==> config.mk <==
export PLATFORM = sky130hd
export DESIGN_NAME = system2_ctrl
export DESIGN_NICKNAME = d
export VERILOG_FILES = /design/src/rtl/system2_pkg.sv /design/src/rtl/system2_wait_cnt.sv /design/src/rtl/system2_ctrl.sv
export SDC_FILE = /design/constraint.sdc
export NUM_CORES = 1
export LEC_CHECK = 0
export BUFFER_PORTS_ARGS = -buffer_cell sky130_fd_sc_hd__buf_2
export CAP_MARGIN = 30
export CORE_MARGIN = 4
export CORE_UTILIZATION = 40
export DETAILED_ROUTE_END_ITERATION = 16
export PLACE_DENSITY_LB_ADDON = 0.15
export SLEW_MARGIN = 5
export SYNTH_ARGS = -nofsm -noshare
export SYNTH_HDL_FRONTEND = slang
export SYNTH_HIERARCHICAL = 1
export SYNTH_SLANG_ARGS = --single-unit
==> constraint.sdc <==
create_clock -name clk -period 1.5 [get_ports clk]
set_input_delay 0.15 -clock clk [delete_from_list [all_inputs] [get_ports clk]]
set_output_delay 0.15 -clock clk [all_outputs]
set_load 0.02 [all_outputs]
==> src/rtl/system2_pkg.sv <==
// -----------------------------------------------------------------------------
// system2_pkg
// Shared definitions for the System 2 datapath controller:
//   - state_t          : controller FSM states
//   - W_DEFAULT        : default operand/result width
//   - DP_LAT_DEFAULT   : default datapath load-to-output latency (cycles)
// -----------------------------------------------------------------------------
package system2_pkg;

    localparam int W_DEFAULT      = 8;
    localparam int DP_LAT_DEFAULT = 1;

    typedef enum logic [2:0] {
        IDLE  = 3'd0,
        CLEAR = 3'd1,
        LOAD  = 3'd2,
        WAIT  = 3'd3,
        DONE  = 3'd4
    } state_t;

endpackage

==> src/rtl/system2_wait_cnt.sv <==
// -----------------------------------------------------------------------------
// system2_wait_cnt
// Loadable down-counter with zero flag, used to time the datapath latency.
// Ports:
//   clk      in   system clock, rising edge
//   reset    in   synchronous active-high reset (count -> 0)
//   load     in   load count from load_val (has priority over dec)
//   dec      in   decrement by one (saturates at zero)
//   load_val in   value loaded when load=1
//   zero     out  count == 0
// -----------------------------------------------------------------------------
module system2_wait_cnt
    import system2_pkg::*;
#(
    parameter int WIDTH = 1
) (
    input  logic             clk,
    input  logic             reset,
    input  logic             load,
    input  logic             dec,
    input  logic [WIDTH-1:0] load_val,
    output logic             zero
);

    logic [WIDTH-1:0] count_q;

    always_ff @(posedge clk) begin
        if (reset) begin
            count_q <= '0;
        end else if (load) begin
            count_q <= load_val;
        end else if (dec && (count_q != '0)) begin
            count_q <= count_q - WIDTH'(1);
        end
    end

    assign zero = (count_q == '0);

endmodule

==> src/rtl/system2_ctrl.sv <==
// -----------------------------------------------------------------------------
// system2_ctrl
// Controller stage in front of the System 2 datapath. Accepts one operand pair
// per start (sampled only in IDLE), sequences the datapath clr/ld strobes,
// waits DP_LAT cycles, then captures the datapath outputs and pulses done.
//
// Build option: define SYS2_OPCOUNT_EN to enable the 16-bit completed-operation
// counter on op_count; otherwise op_count is tied to zero (same port list).
//
// Parameters: W (data width), DP_LAT (datapath latency, >=1),
//             CLR_EACH_OP (1: CLEAR cycle before every LOAD, 0: skip it)
// Ports:
//   clk, reset                  clock / synchronous active-high reset
//   start, a_in, b_in           request and operands (captured on accept)
//   dp_a, dp_b, dp_ld, dp_clr   drive the datapath
//   dp_out_a/b/c                datapath results
//   res_a/b/c                   captured results, held until next capture
//   busy                        high in CLEAR, LOAD, WAIT
//   done                        one-cycle pulse in DONE
//   op_count                    completed-operation count
// -----------------------------------------------------------------------------
module system2_ctrl
    import system2_pkg::*;
#(
    parameter int W           = W_DEFAULT,
    parameter int DP_LAT      = DP_LAT_DEFAULT,
    parameter int CLR_EACH_OP = 1
) (
    input  logic         clk,
    input  logic         reset,
    input  logic         start,
    input  logic [W-1:0] a_in,
    input  logic [W-1:0] b_in,
    output logic [W-1:0] dp_a,
    output logic [W-1:0] dp_b,
    output logic         dp_ld,
    output logic         dp_clr,
    input  logic [W-1:0] dp_out_a,
    input  logic [W-1:0] dp_out_b,
    input  logic [W-1:0] dp_out_c,
    output logic [W-1:0] res_a,
    output logic [W-1:0] res_b,
    output logic [W-1:0] res_c,
    output logic         busy,
    output logic         done,
    output logic [15:0]  op_count
);

    localparam int CW = $clog2(DP_LAT + 1);

    state_t       state_q, state_d;
    logic [W-1:0] op_a_q, op_b_q;
    logic [W-1:0] res_a_q, res_b_q, res_c_q;
    logic         cnt_load, cnt_dec, cnt_zero;

    system2_wait_cnt #(
        .WIDTH (CW)
    ) u_wait_cnt (
        .clk      (clk),
        .reset    (reset),
        .load     (cnt_load),
        .dec      (cnt_dec),
        .load_val (CW'(DP_LAT - 1)),
        .zero     (cnt_zero)
    );

    always_ff @(posedge clk) begin
        if (reset) begin
            state_q <= IDLE;
            op_a_q  <= '0;
            op_b_q  <= '0;
            res_a_q <= '0;
            res_b_q <= '0;
            res_c_q <= '0;
        end else begin
            state_q <= state_d;
            // Operands are only replaced on accept, so dp_a/dp_b stay stable
            // for the whole operation and afterwards.
            if ((state_q == IDLE) && start) begin
                op_a_q <= a_in;
                op_b_q <= b_in;
            end
            if ((state_q == WAIT) && cnt_zero) begin
                res_a_q <= dp_out_a;
                res_b_q <= dp_out_b;
                res_c_q <= dp_out_c;
            end
        end
    end

    always_comb begin
        state_d  = state_q;
        dp_ld    = 1'b0;
        dp_clr   = 1'b0;
        busy     = 1'b0;
        done     = 1'b0;
        cnt_load = 1'b0;
        cnt_dec  = 1'b0;
        case (state_q)
            IDLE: begin
                if (start) begin
                    state_d = (CLR_EACH_OP != 0) ? CLEAR : LOAD;
                end
            end
            CLEAR: begin
                dp_clr  = 1'b1;
                busy    = 1'b1;
                state_d = LOAD;
            end
            LOAD: begin
                dp_ld    = 1'b1;
                busy     = 1'b1;
                cnt_load = 1'b1;
                state_d  = WAIT;
            end
            WAIT: begin
                busy    = 1'b1;
                cnt_dec = 1'b1;
                if (cnt_zero) begin
                    state_d = DONE;
                end
            end
            DONE: begin
                done    = 1'b1;
                state_d = IDLE;
            end
            default: begin
                state_d = IDLE;
            end
        endcase
    end

    assign dp_a  = op_a_q;
    assign dp_b  = op_b_q;
    assign res_a = res_a_q;
    assign res_b = res_b_q;
    assign res_c = res_c_q;

`ifdef SYS2_OPCOUNT_EN
    logic [15:0] op_count_q;

    // Wraps naturally at 16 bits.
    always_ff @(posedge clk) begin
        if (reset) begin
            op_count_q <= '0;
        end else if (state_q == DONE) begin
            op_count_q <= op_count_q + 16'd1;
        end
    end

    assign op_count = op_count_q;
`else
    assign op_count = 16'h0000;
`endif

endmodule

==> results of run 1 <==
final cells by class:
cell class	count	area, sq um
fill	479	2440
multi-input combinational	153	1160
sequential	44	881
timing repair buffer	92	526
tap	70	87.6
clock buffer	6	72.6
clock inverter	2	35.0
inverter	1	3.75
worst register-to-register path, cell delays in order (launching register included):
cell	delay [ns]
dfxtp_1	0.50
and4b_2	0.31
buf_12	0.21
mux2i_1	0.22
flip-flops by register name, indices dropped and copies added, names as in the netlist:
name and cells:
res_c 8, u_wait_cnt/count_q 1, state_q 3, res_b 8, dp_b 8, res_a 8, dp_a 8
power by group through the flow:
stage                     logic, mW  clock network (mW)  registers [mW]
after global placement        0.493                   0            1.29
final                         0.492               0.886            1.27
after global routing          0.537               0.967            1.28
after CTS                     0.500               0.928            1.27
after detailed placement      0.500                   0            1.29
after floorplan               0.307                   0            1.35
worst max-delay path by stage:
stage	slack (ns)	end	from
6_report	0.09	dp_ld	state_q[1]
5_1_grt	0.01	dp_ld	state_q[1]
4_1_cts	0.03	dp_ld	state_q[1]
3_5_place_dp	0.21	res_a[0]	state_q[1]
3_3_place_gp	0.26	res_c[4]	state_q[1]
2_1_floorplan	0.07	u_wait_cnt/count_q	state_q[1]
through the flow:
stage	utilization	worst slack, ns
global route	0.531	0.0127
global placement	0.509	0.264
floorplan	-	0.0737
finish	0.531	0.0910
detailed placement	0.509	0.207
CTS	0.530	0.0330
routing by layer:
metal  track usage  vias up  part of all wire
li1              -      823                 -
met1         0.143      684              0.43
met2         0.205       58              0.45
met3        0.0575        7              0.10
met4        0.0515        0             0.021
met5             0        -                 0
cells in the final DEF (no fill, tap or decap), types with 2 or more instances in the layout:
| master | instances |
|---|---|
| buf_2 | 86 |
| nand2b_1 | 62 |
| dfxtp_1 | 44 |
| mux2i_1 | 40 |
| conb_1 | 17 |
| nand2b_2 | 13 |
| or2b_2 | 6 |
| clkbuf_8 | 5 |
| buf_12 | 4 |
| nor2_1 | 2 |
| buf_4 | 2 |
cell families after synthesis:
logic type	count (synthesis)	share of synthesized area
other cells	1	0.00170
mux	40	0.182
buf+inv	32	0.108
simple gates	93	0.294
flops	44	0.400
compound gates	3	0.0142
==> results.md, run 1 <==
- Area leader, netlist: dfxtp_1
- Crit path kind: reg -> out
- Vias: 1572
- DRT Pass-1 Iters: 4
- Slowest-stage cell, CP: dfxtp_1
- Post-CTS Hold Buffers: 0
- Most frequent cells after synthesis: nand2b_1, dfxtp_1, mux2i_1, buf_4, nand2b_2
- Int Pwr: 1.95 mW
- Clk pwr share: 0.335
- CP required: 1.35 ns
- Crit path launch type: flop
- Top delay family on crit path: flip-flops
- CP max FO: 9
- CP Depth: 2
- Mapped Cells: 213
- N_diodes: 0
- Num Clock Sinks: 44
- H-Tree Depth: 2
- Dpl hpwl: 3110 um
- Final setup fails: 0
- Final setup skew: 0.00883 ns
- Critical path arrival: 1.26 ns
- VDD IR-drop max: 0.495 mV
- GRT Util Overall: 0.126
- Final Cycle Share: 0.939
- WL final: 4300 um
- Die area: 6750 sq um
- Comb power frac: 0.186
- Worst-Skew Late Latency: 0.29 ns
- Power Density: 958 nW/um^2
- Top cells by area, synth: dfxtp_1, mux2i_1, nand2b_1
- LEAKAGE: 1.26 nW
- Finished Layout Cells: 368
- Placed Cells: 360
- Sw Ratio: 0.262
- Min-delay src: dp_out_a[7]
- Final Hold Vio Count: 0
- Crit Reg-Reg Startpoint: state_q[0]
- Synthesized cell area: 2200 sq um
- CTS clk-pin slew, worst paths: 0.08 ns
- Yosys reg bits: 44
- Largest net degree at the start of global routing: 40
- PortBufs: 86
- # nets final: 340
- Max incr delay on CP: 0.49 ns
- Hold Crit Class: in -> reg
- Post-CTS setup buffers: 0
- # resized after CTS: 0
- Antenna-violating nets left: 0
- Drt wl/cell: 11.7 um
- Initial antenna violation count: 0
- Routability congestion estimate: 0.651
- Area delta synth->final: 25.5%
- Seq/Total Area, Yosys: 0.400
- Num rows: 26
- Die W: 82.2 um
- First-pass GRT wire length: 6530 um
- Share of async-settable or async-resettable flops after synthesis: 0
- Most common cell in the netlist: nand2b_1
- Reg2reg end: res_a[0]
- Reg2reg path depth: 3
- Crit path buf inv count: 1
- Worst hold stages: 3
- Max_cap viols: 0
- Area of the core: 5200 sq um
- Clock Tree Root: clkbuf_8
- Top cell type's share of synthesized area: 0.400
- Count of final max-slew check failures: 0
- Final TNS setup: 0 ns
- DR vias/cell: 4.27
- GR Overflow Total: 0
- I/O pin cnt: 103
- Reg power frac: 0.479
- DRC viols: 0
- Worst Hold Endpoint: res_a[7]
- Die height: 82.2 um
- Layout cells sized above 1: 0.416
- Post-route minimum period: 1.41 ns
- Initial core utilization: 0.423
- Finished Cell Area: 2760 sq um
- RSZ-0062 raised after global routing: false
- Achievable Freq: 710 MHz
- R2r setup slk: 0.20 ns
- Total CTS buffers: 5
- Mean Syn Cell Area: 10.3 sq um
- P_sw: 0.693 mW
- CTS max path bufs: 2
- DR iter-0 viols: 23
- Total Power: 2.64 mW
- Critical Path End Type: output pin
- Placed Instance Area: 2650 sq um
- EDFF count, synth: 0
- Post-synth cell types: 25
- TritonCTS clock tree: built
- Top_reg_cell synth: dfxtp_1
- Cell Chain, Critical Path: nor3b_2 -> buf_2
- Hold_ws: 0.105 ns
- Synth warn: 6
- Outcome: finished clean
- Number of global-route vias before repair: 1488
(Power assumes the default switching activity.)
==> run 2, diff against run 1 <==
--- a/config.mk
+++ b/config.mk
@@ -7,6 +7,7 @@
 export LEC_CHECK = 0
 export BUFFER_PORTS_ARGS = -buffer_cell sky130_fd_sc_hd__buf_2
 export CAP_MARGIN = 30
+export CORE_ASPECT_RATIO = 0.75
 export CORE_MARGIN = 4
 export CORE_UTILIZATION = 40
 export DETAILED_ROUTE_END_ITERATION = 16
==> results.md, run 2 (same netlist as run 1, synthesis figures left out) <==
- Outcome: finished clean
- Finished Cell Area: 2740 sq um (-0.82%)
- TritonCTS clock tree: built
- Worst Hold Endpoint: dp_b[2]
- Worst-Skew Late Latency: 0.28 ns (about the same)
- I/O pin cnt: 103 (unchanged)
- Hold Crit Class: in -> reg
- PortBufs: 86 (unchanged)
- Num Clock Sinks: 44 (unchanged)
- Count of final max-slew check failures: 0 (unchanged)
- Area delta synth->final: 24.5%
- Final setup skew: 0.00393 ns (-0.00490 ns)
- GRT Util Overall: 0.123 (-0.00320)
- DR WL met2: 1720 um (-11%)
- DRC viols: 0 (unchanged)
- Post-Route M1 WL: 1940 um (+5.4%)
- Final setup fails: 0 (unchanged)
- LEAKAGE: 1.25 nW (-0.95%)
- Commonest non-fill, non-tap cell in the layout: buf_2
- WL final: 4130 um (-3.8%)
- DR WL met3: 463 um (+4.5%)
- Final Cycle Share: 0.918 (-0.0214)
- Achievable Freq: 726 MHz (+2.3%)
- Worst hold stages: 3 (unchanged)
- Cell Chain, Critical Path: nor2_1 -> and2_2 -> buf_2
- Final Hold Vio Count: 0 (unchanged)
- Final core occ: 0.514 (-0.0161)
- Final TNS setup: 0 ns (unchanged)
- Critical Path End Type: output pin
- Initial antenna violation count: 0 (unchanged)
- Total CTS buffers: 5 (unchanged)
- CTS clk-pin slew, worst paths: 0.08 ns (about the same)
- Routability congestion estimate: 0.702 (+7.9%)
- CP required: 1.35 ns (about the same)
- # nets final: 340 (unchanged)
- Top Layer Used: met4
- Reg2reg path depth: 3 (unchanged)
- Pre-CTS setup slack: 0.214 ns (+0.00717 ns)
- Min-delay src: b_in[2]
- Die height: 72.2 um (-12%)
- Area of the core: 5320 sq um (+2.3%)
- VDD IR-drop max: 0.392 mV (-21%)
- Total Power: 2.55 mW (-3.8%)
- Largest net degree at the start of global routing: 36 (-10%)
- H-Tree Depth: 2 (unchanged)
- Slowest-stage cell, CP: dfxtp_1
- CTS max path bufs: 2 (unchanged)
- DR iter-0 viols: 33 (+43%)
- Dpl hpwl: 3090 um (-0.59%)
- Placed Instance Area: 2640 sq um (-0.28%)
- Crit path kind: reg -> out
- Critical path arrival: 1.23 ns (-0.03 ns)
- Initial core utilization: 0.413 (-0.00944)
- N_diodes: 0 (unchanged)
- Crit path launch type: flop
- Post-route minimum period: 1.38 ns (-0.0321 ns)
- Clock Tree Root: clkbuf_8
- R2r setup slk: 0.24 ns (+0.04 ns)
- Fillers: 513 (+7.1%)
- Vias: 1563 (-0.57%)
- Number of global-route vias before repair: 1433 (-3.7%)
- Reg2reg end: dp_b[6]
- Most frequent cells in the layout: buf_2, nand2b_1, dfxtp_1
- RSZ-0062 raised after global routing: false
- DRT Pass-1 Iters: 4 (unchanged)
- Drt wl/cell: 11.1 um (-4.8%)
- Power Density: 929 nW/um^2 (-3.0%)
- First-pass GRT wire length: 6670 um (+2.2%)
- Max_cap viols: 0 (unchanged)
- Die W: 93.6 um (+14%)
- Max incr delay on CP: 0.47 ns (-0.02 ns)
- GR Overflow Total: 0 (unchanged)
- Crit Reg-Reg Startpoint: state_q[2]
- Layout cells sized above 1: 0.414 (-0.00197)
- CP max FO: 8 (-1)
- DR vias/cell: 4.20 (-1.6%)
- Fin worst setup slack: 0.123 ns (+0.0321 ns)
- Antenna-violating nets left: 0 (unchanged)
- Die area: 6760 sq um (+0.18%)
- Post-CTS Hold Buffers: 0 (unchanged)
- Num rows: 23 (-12%)
-- run 2: cell type report --
cell class	count	area, sq um	share of cell area
clock buffers	7	96.3	0.0352
repair buffers	92	513	0.187
inverters	1	3.75	0.00137
multi-input cells	153	1150	0.420
flip-flops and latches	44	882	0.322
well taps	75	93.8	0.0343
-- run 2: repair_timing --
action,4_1_cts,5_1_grt
setup endpoints to repair,0,2
gates resized for setup,0,1
setup buffers,0,0
-- run 2: stage by stage --
stage	hold slack, ns	instances
6_report	0.116	372
3_3_place_gp	0.413	365
4_1_cts	0.103	372
5_1_grt	0.0986	372
3_5_place_dp	0.416	365
2_1_floorplan	0.246	229
-- run 2: critical path: cells and delay by family, from the launching register on --
family / cells / cell delay [ns]
flip-flops: 1 / 0.47
AND/OR/NAND/NOR: 2 / 0.31
buffers and inverters: 1 / 0.15
-- run 2: how the worst max path moves through the flow --
stage / to / cells past startpoint / slack (ns) / from
finish: done / 3 / 0.12 / state_q[0]
floorplan: u_wait_cnt/count_q / 2 / 0.07 / state_q[1]
CTS: dp_ld / 2 / 0.002 / state_q[1]
global route: dp_ld / 2 / 0.01 / state_q[1]
detailed placement: res_b[3] / 3 / 0.21 / state_q[1]
global placement: dp_b[2] / 3 / 0.25 / state_q[2]
-- run 2: routing by layer --
layer	track usage	vias to the layer above
met5	0	-
met4	0.0192	0
met3	0.0653	2
met2	0.183	58
met1	0.162	686
li1	-	817
-- run 2: power breakdown --
part / internal (mW) / total [mW] / switching (mW)
clock network: 0.411 / 0.791 / 0.380
registers: 1.23 / 1.27 / 0.0401
logic: 0.226 / 0.487 / 0.260
